### src/rtl/btn_chord_frontend.sv
// rtl/btn_chord_frontend.sv - N-button sync/debounce/edge/long-press/repeat conditioner with chord events
// Shared 1 ms tick drives debounce and hold timing; all pulses are one cycle wide.
module btn_chord_frontend #(
  parameter int N_BTN         = 2,
  parameter int CLK_HZ        = 27000000,
  parameter int DEBOUNCE_MS   = 20,
  parameter int LONG_PRESS_MS = 1000,
  parameter int REPEAT_MS     = 0,
  parameter int ACTIVE_LOW    = 1,
  localparam int KW           = (N_BTN > 1) ? $clog2(N_BTN) : 1
) (
  input  logic             clk,
  input  logic             rst_n,
  input  logic [N_BTN-1:0] btn_in,
  output logic             ms_tick,
  output logic [N_BTN-1:0] held,
  output logic [N_BTN-1:0] press_pulse,
  output logic [N_BTN-1:0] release_pulse,
  output logic [N_BTN-1:0] long_pulse,
  output logic [N_BTN-1:0] repeat_pulse,
  output logic             evt_valid,
  output logic [KW-1:0]    evt_key,
  output logic [N_BTN-1:0] evt_mask
);

  localparam int TICK_DIV = CLK_HZ / 1000;
  localparam int TW       = (TICK_DIV > 1) ? $clog2(TICK_DIV) : 1;
  localparam int DW       = (DEBOUNCE_MS > 1) ? $clog2(DEBOUNCE_MS) : 1;
  localparam int HMAX     = (LONG_PRESS_MS > REPEAT_MS) ? LONG_PRESS_MS : REPEAT_MS;
  localparam int HW       = (HMAX > 1) ? $clog2(HMAX) : 1;
  localparam int REP_TERM = (REPEAT_MS > 0) ? REPEAT_MS - 1 : 0;
  localparam logic [N_BTN-1:0] IDLE_RAW = (ACTIVE_LOW != 0) ? '1 : '0;

  typedef enum logic [1:0] {ST_IDLE, ST_WAIT, ST_REPEAT} state_t;

  logic [TW-1:0]    r_tick_cnt;
  logic [N_BTN-1:0] r_sync1, r_sync2, w_s;
  logic [DW-1:0]    r_db_cnt [N_BTN];
  logic [N_BTN-1:0] w_db_fire, w_rise, w_fall;
  state_t           r_state [N_BTN];
  state_t           w_state_nxt [N_BTN];
  logic [HW-1:0]    r_hold_cnt [N_BTN];
  logic [HW-1:0]    w_hold_cnt_nxt [N_BTN];
  logic [N_BTN-1:0] w_long_nxt, w_rep_nxt;

  assign ms_tick = (r_tick_cnt == TW'(TICK_DIV - 1));

  always_ff @(posedge clk or negedge rst_n) begin
    if (!rst_n)       r_tick_cnt <= '0;
    else if (ms_tick) r_tick_cnt <= '0;
    else              r_tick_cnt <= r_tick_cnt + 1'b1;
  end

  always_ff @(posedge clk or negedge rst_n) begin
    if (!rst_n) begin
      r_sync1 <= IDLE_RAW;
      r_sync2 <= IDLE_RAW;
    end else begin
      r_sync1 <= btn_in;
      r_sync2 <= r_sync1;
    end
  end

  assign w_s = (ACTIVE_LOW != 0) ? ~r_sync2 : r_sync2;

  // Fire is computed one cycle early so the FSM sees a release on the same edge as held.
  always_comb begin
    w_db_fire = '0;
    for (int i = 0; i < N_BTN; i++)
      w_db_fire[i] = ms_tick && (w_s[i] != held[i]) && (r_db_cnt[i] == DW'(DEBOUNCE_MS - 1));
  end

  assign w_rise = w_db_fire & ~held;
  assign w_fall = w_db_fire & held;

  always_ff @(posedge clk or negedge rst_n) begin
    if (!rst_n) begin
      held          <= '0;
      press_pulse   <= '0;
      release_pulse <= '0;
      for (int i = 0; i < N_BTN; i++) r_db_cnt[i] <= '0;
    end else begin
      held          <= held ^ w_db_fire;
      press_pulse   <= w_rise;
      release_pulse <= w_fall;
      for (int i = 0; i < N_BTN; i++) begin
        if ((w_s[i] == held[i]) || w_db_fire[i]) r_db_cnt[i] <= '0;
        else if (ms_tick)                        r_db_cnt[i] <= r_db_cnt[i] + 1'b1;
      end
    end
  end

  always_ff @(posedge clk or negedge rst_n) begin
    if (!rst_n) begin
      long_pulse   <= '0;
      repeat_pulse <= '0;
      for (int i = 0; i < N_BTN; i++) begin
        r_state[i]    <= ST_IDLE;
        r_hold_cnt[i] <= '0;
      end
    end else begin
      long_pulse   <= w_long_nxt;
      repeat_pulse <= w_rep_nxt;
      for (int i = 0; i < N_BTN; i++) begin
        r_state[i]    <= w_state_nxt[i];
        r_hold_cnt[i] <= w_hold_cnt_nxt[i];
      end
    end
  end

  always_comb begin
    for (int i = 0; i < N_BTN; i++) begin
      w_state_nxt[i] = r_state[i];
      case (r_state[i])
        ST_IDLE:   if (w_rise[i]) w_state_nxt[i] = ST_WAIT;
        ST_WAIT: begin
          if (w_fall[i]) w_state_nxt[i] = ST_IDLE;
          else if (ms_tick && (r_hold_cnt[i] == HW'(LONG_PRESS_MS - 1))) w_state_nxt[i] = ST_REPEAT;
        end
        ST_REPEAT: if (w_fall[i]) w_state_nxt[i] = ST_IDLE;
        default:   w_state_nxt[i] = ST_IDLE;
      endcase
    end
  end

  always_comb begin
    w_long_nxt = '0;
    w_rep_nxt  = '0;
    for (int i = 0; i < N_BTN; i++) begin
      w_hold_cnt_nxt[i] = r_hold_cnt[i];
      case (r_state[i])
        ST_WAIT: begin
          if (w_fall[i]) w_hold_cnt_nxt[i] = '0;
          else if (ms_tick) begin
            if (r_hold_cnt[i] == HW'(LONG_PRESS_MS - 1)) begin
              w_long_nxt[i]     = 1'b1;
              w_hold_cnt_nxt[i] = '0;
            end else w_hold_cnt_nxt[i] = r_hold_cnt[i] + 1'b1;
          end
        end
        ST_REPEAT: begin
          if (w_fall[i]) w_hold_cnt_nxt[i] = '0;
          else if ((REPEAT_MS > 0) && ms_tick) begin
            if (r_hold_cnt[i] == HW'(REP_TERM)) begin
              w_rep_nxt[i]      = 1'b1;
              w_hold_cnt_nxt[i] = '0;
            end else w_hold_cnt_nxt[i] = r_hold_cnt[i] + 1'b1;
          end
        end
        default: w_hold_cnt_nxt[i] = '0;
      endcase
    end
  end

  assign evt_valid = |press_pulse;
  assign evt_mask  = evt_valid ? held : '0;

  always_comb begin
    evt_key = '0;
    for (int i = N_BTN - 1; i >= 0; i--)
      if (press_pulse[i]) evt_key = KW'(i);
  end

endmodule
### config.mk
export PLATFORM = sky130hd
export DESIGN_NAME = btn_chord_frontend
export DESIGN_NICKNAME = d
export VERILOG_FILES = /design/src/rtl/btn_chord_frontend.sv
export SDC_FILE = /design/constraint.sdc
export NUM_CORES = 1
export LEC_CHECK = 0
export BUFFER_PORTS_ARGS = -buffer_cell sky130_fd_sc_hd__buf_2
export CORE_AREA = 2 2 79 81
export CTS_CLUSTER_SIZE = 8
export DETAILED_ROUTE_END_ITERATION = 12
export DIE_AREA = 0 0 81 83
export MAX_ROUTING_LAYER = met4
export PLACE_DENSITY = 0.78
export SLEW_MARGIN = 30
export SYNTH_ARGS = -nofsm -noshare
export SYNTH_HDL_FRONTEND = slang
export SYNTH_SLANG_ARGS = --single-unit
### constraint.sdc
create_clock -name clk -period 2.95 [get_ports clk]
set_input_delay 0.295 -clock clk [delete_from_list [all_inputs] [get_ports clk]]
set_output_delay 0.295 -clock clk [all_outputs]
set_load 0.05 [all_outputs]
* After elaboration in Yosys (flattened, before gate mapping)
Cells that the tools add are included.
Storage, ports and cells: flip-flop bits (word level) 61, latch bits 0, RAM bits 0, memory bits (read-only) 0, input bits 4, output and inout port bits 15, word-level logic and storage cells 97, memories kept 0
Operators by class: $add $sub $neg 5, multipliers 0, div/mod/pow operators 0, magnitude comparators 0, equality and inequality tests 21, shifts and indexed selects 0, muxes and demuxes 36, bitwise operators 5, reduce and logical (&&, ||, !) cells 17
Operators by type and width (count):
- $mux 10 | 8
- $pmux 10 s2 | 2
- $add 10x1->10 const B | 2
- $eq 10x10->1 const B | 2
- $mux 5 | 4
- $mux 2 | 9
- $add 15x1->15 const B | 1
- $eq 15x15->1 const B | 1
- $mux 15 | 1
- $ne 3x3->1 const B | 4
- $pmux 2 s3 | 2
- $add 5x1->5 const B | 2
- $eq 5x5->1 const B | 2
- $mux 1 | 10
- $ne 2x2->1 const B | 4
- $logic_and 1x1->1 | 6
- $reduce_and 3->1 | 2
- $and 2x2->2 | 2
- $eq 2x1->1 const B | 2
- $eq 2x2->1 const B | 2
- $logic_not 2->1 | 2
- $not 2->2 | 2
- $reduce_and 2->1 | 2
- $reduce_bool 2->1 | 2
- other kinds (5) | 8

* Depth between registers and ports, before layout
depth after elaboration 7, depth in mapped cells 12, gate-level depth less buffers 11

* Worst setup path before layout
OpenSTA, ideal clock, no wires.
path type reg2reg, from register r_tick_cnt[0], to register r_hold_cnt[19] in the netlist's numbering, setup time 0.064 ns, arrival 2.743 ns, data required time 2.886 ns, slack 0.144 ns, stages on the path, launching flop included 13, path buffers 1, period minus slack after synthesis 2.806 ns, cells stage by stage dfrtp_1 ha_1 nand4b_1 nor4_1 buf_2 nand2_1 nor2_1 ha_1 or3b_2 a31oi_2 nand2_1 o31ai_1 a21o_1
On the way: word-level cells in the longest chain between the ends 6, elaborated cells on any way between the ends 9, classes of those cells eq/ne (3); mux (2); bitwise (1); reduce/logical (3)
Ends and longest elaborated chain:
- from (decl) | RTL line 36 | logic [TW-1:0] r_tick_cnt;
- from (signal assigned) | RTL line 51 | else r_tick_cnt <= r_tick_cnt + 1'b1;
- $eq 15x15->1 * | RTL line 46 | assign ms_tick = (r_tick_cnt == TW'(TICK_DIV - 1));
- $logic_and 1x1->1 * (2 in series) | RTL line 70 | w_db_fire[i] = ms_tick && (w_s[i] != held[i]) && (r_db_cnt[i] == DW'(DEBOUNCE_MS - 1));
- $and 2x2->2 * | RTL line 74 | assign w_fall = w_db_fire & held;
- via w_fall[0] | RTL line 39 | logic [N_BTN-1:0] w_db_fire, w_rise, w_fall;
- $mux 10 (tied with other cells) | RTL line 133 | if (w_fall[i]) w_hold_cnt_nxt[i] = '0;
- $pmux 10 s2 / $reduce_and 2->1 (equally long branches)
- to (signal, indexed assignment) | RTL line 106 | r_hold_cnt[i] <= w_hold_cnt_nxt[i];
- to (decl) | RTL line 42 | logic [HW-1:0] r_hold_cnt [N_BTN];
Mark *: on every way through the listed nets, which the timed path passes. The rest lies on a longest branch. A chain may end at the register's enable or synchronous reset.

* Worst setup path after layout
Same ends and word-level chain as after synthesis.

==> metrics.cfg <==
[status]
status=finished, final reports clean

[floorplan]
boundaryPins=19
start_util_pct=53.5
die_h_um=83
fp.coreArea_um2=5820
die-width_um=81
dieArea_um2=6720
rows=28

[timing]
fin_crit_ns=2.67
skew_ns=0.00942
hold_viol=0
drv_slew=0
fmaxAchievable_ghz=0.374
tightest_slew_ns=0.736
fin_crit_sh_pct=90.6
maxSlewHeadroom_pct=51.0
rsz0062_at_grt=false
finalSetupViolations=0
fin_setup_tns_ns=0
setup_ws_ns=0.279

[synth]
yosysTopAreaCell=dfrtp_1
synth_top_area_share_pct=45.8
synth-xor-area-share_pct=4.78
synth_top_family_by_area=simple AND/OR/NAND/NOR gates
synth_area_um2=3110
synth.top_cells.by_area=dfrtp_1 (46%), dfstp_2 (3.4%), ha_1 (3.2%)
ys_seq_area_share_pct=49.2
ys.flop_type=dfrtp_1
synth.avg_cell_area_um2=10.0
async_reset_ff_share_pct=100
ys.warnings.count=0
synth_compound_area_share_pct=14.8
synthTopCellsByCount=dfrtp_1 (57), nand2_1 (24), nor2_1 (24)
synthMuxAreaShare_pct=0.965
yosys.area_share.adder_pct=3.22
netlist_instances=311
yosysMostFrequentCell=dfrtp_1
synthSimpleGateAreaFrac_pct=23.7
synth-edff-count=0
synth.distinct_cells=53
synth-seq-cells=61

[setup_path]
cp-end-kind=flip-flop
r2r_start=r_tick_cnt[0]$_DFF_PN0_
cp_data_arrival_time_ns=2.94
critPathBufInv=0
crit_path_top_delay_cell=or3b_2
r2r_slack_ns=0.28
timing.rr.end=r_hold_cnt[19]$_DFFE_PN0P_
path_class=reg2reg
max_stage_delay_ns=0.51
cp_max_fo=7
crit_family=simple AND/OR/NAND/NOR gates
rr_worst_depth=11
critPathLaunchType=flip-flop
worstPathRequired_ns=3.22
worstPathCellList=ha_1 -> nand4b_1 -> nor4_2 -> nand2_1 -> nor2_1 -> ha_1 -> or3b_2 -> a31oi_2 -> nand2_1 -> o31ai_1 -> a21o_1

[clock_network]
clk_path_buf_depth=2
cts_buffers=9
root_buffer=clkbuf_8
clkLatencyLatePin_ns=0.34
h-tree-depth=3
cts_tree=yes
cts-resized-gates=0
clk_pin_slew_worst_paths_ns=0.07
cts_sinks=61

[final_layout]
areaGrowthSynthToFinish_pct=12.5
diodes=0
layout-drive-gt1-share_pct=15.0
fin_area_um2=3500
fin_util_pct=60.2
final_nets=347

[route]
vias_per_cell=5.72
first_pass_iters=4
post-route-drc-count=0
wl_per_cell_um=14.1
antenna_left=0
drt_iter0_drc=110
vias=2375
totalWireLength_mm=5.83

[place]
hpwl_mm=4.14
postPlaceCellArea_um2=3290
port_buffers=16
place.gp.congestion=0.879
place_ws_ns=0.309

[min_path]
worst_hold_startpoint=btn_in[0]
hold_class=in2reg
hold_end=r_sync1[0]$_DFF_PN1_
holdPathStages=1

[global_route]
grt_pass1_wl_mm=10.4
grt.overflow.total=0
grt_pass1_vias=2320
grt_antenna_before_repair=0
grt_usage_pct=20.3
grt_max_degree=49

[pwr]
vdd_drop_max_mv=0.349
power_density_nw_per_um2=463
p_leak_nw=1.65
p_total_mw=1.62

[job]
maxCapViolCount=0

-- per-layer routing --
layer / GRT usage (%) / share of wire, % / vias up
met1: 25.7 / 46 / 1155
li1: - / - / 1168
met2: 30.4 / 48 / 46
met5: - / 0 / -
met3: 6.96 / 4.6 / 6
met4: 6.47 / 1.0 / 0
-- layout make-up --
class,instances,area [µm²]
timing repair buffer,23,138
clock buffer,10,138
fill,504,2310
sequential,61,1530
tap,75,93.8
clock inverter,6,62.6
multi-input combinational,228,1490
inverter,12,45.0
-- worst register-to-register path: stages, from the launching register on --
cell and delay, ns:
dfrtp_1 0.40, ha_1 0.25, nand4b_1 0.20, nor4_2 0.08
nand2_1 0.08, nor2_1 0.06, ha_1 0.26, or3b_2 0.52
a31oi_2 0.19, nand2_1 0.19, o31ai_1 0.28, a21o_1 0.11
-- flip-flops by register name, summed over array words and instances, names as in the netlist, 4 cells and up --
name        flops
r_db_cnt       10
r_hold_cnt     20
r_state         4
r_tick_cnt     15
-- how the worst max path moves through the flow --
stage,startpoint,endpoint,depth (start not counted)
2_1_floorplan,r_tick_cnt[0]$_DFF_PN0_,r_hold_cnt[19]$_DFFE_PN0P_,12
3_3_place_gp,r_tick_cnt[0]$_DFF_PN0_,r_hold_cnt[19]$_DFFE_PN0P_,11
3_5_place_dp,r_tick_cnt[0]$_DFF_PN0_,r_hold_cnt[19]$_DFFE_PN0P_,11
4_1_cts,r_tick_cnt[0]$_DFF_PN0_,r_hold_cnt[19]$_DFFE_PN0P_,11
5_1_grt,r_tick_cnt[0]$_DFF_PN0_,r_hold_cnt[18]$_DFFE_PN0P_,9
6_report,r_tick_cnt[0]$_DFF_PN0_,r_hold_cnt[19]$_DFFE_PN0P_,11
-- cells by family after synthesis --
kind of cell / count (synthesis)
adder cells (fa/ha/maj): 8
multiplexers: 3
AND/OR/NAND/NOR: 132
buffers and inverters: 23
XOR/XNOR: 17
flip-flops: 61
AO/OA/AOI/OAI: 66
other: 1
-- metrics by stage --
step                cells  hold slack [ns]
finish                415           0.0551
CTS                   415           0.0424
floorplan             312        -0.000591
global placement      398            0.346
global route          415           0.0359
detailed placement    398            0.346
-- placed cells by master (no fill, tap or decap), drive strengths merged, types with 7 or more instances in the layout --
cell    count
nand2      24
clkbuf     10
o21ai      11
xor2       11
inv        12
a21o       10
nor2       24
nand4       9
dfrtp      57
ha          8
nand2b      7
a21oi      14
buf        22
o31ai      12
nand3      18
-- timing repair --
item                      in CTS  in global routing
setup buffers                  0                  0
hold endpoints to repair      43                  0
hold buffers                   1                  0
-- power by group --
part | internal [mW] | total, mW | switching, mW
Sequential | 0.845 | 0.850 | 0.00471
Clock | 0.409 | 0.735 | 0.326
Combinational | 0.00866 | 0.0370 | 0.0283
No activity file was read; power rests on OpenSTA's default activity.
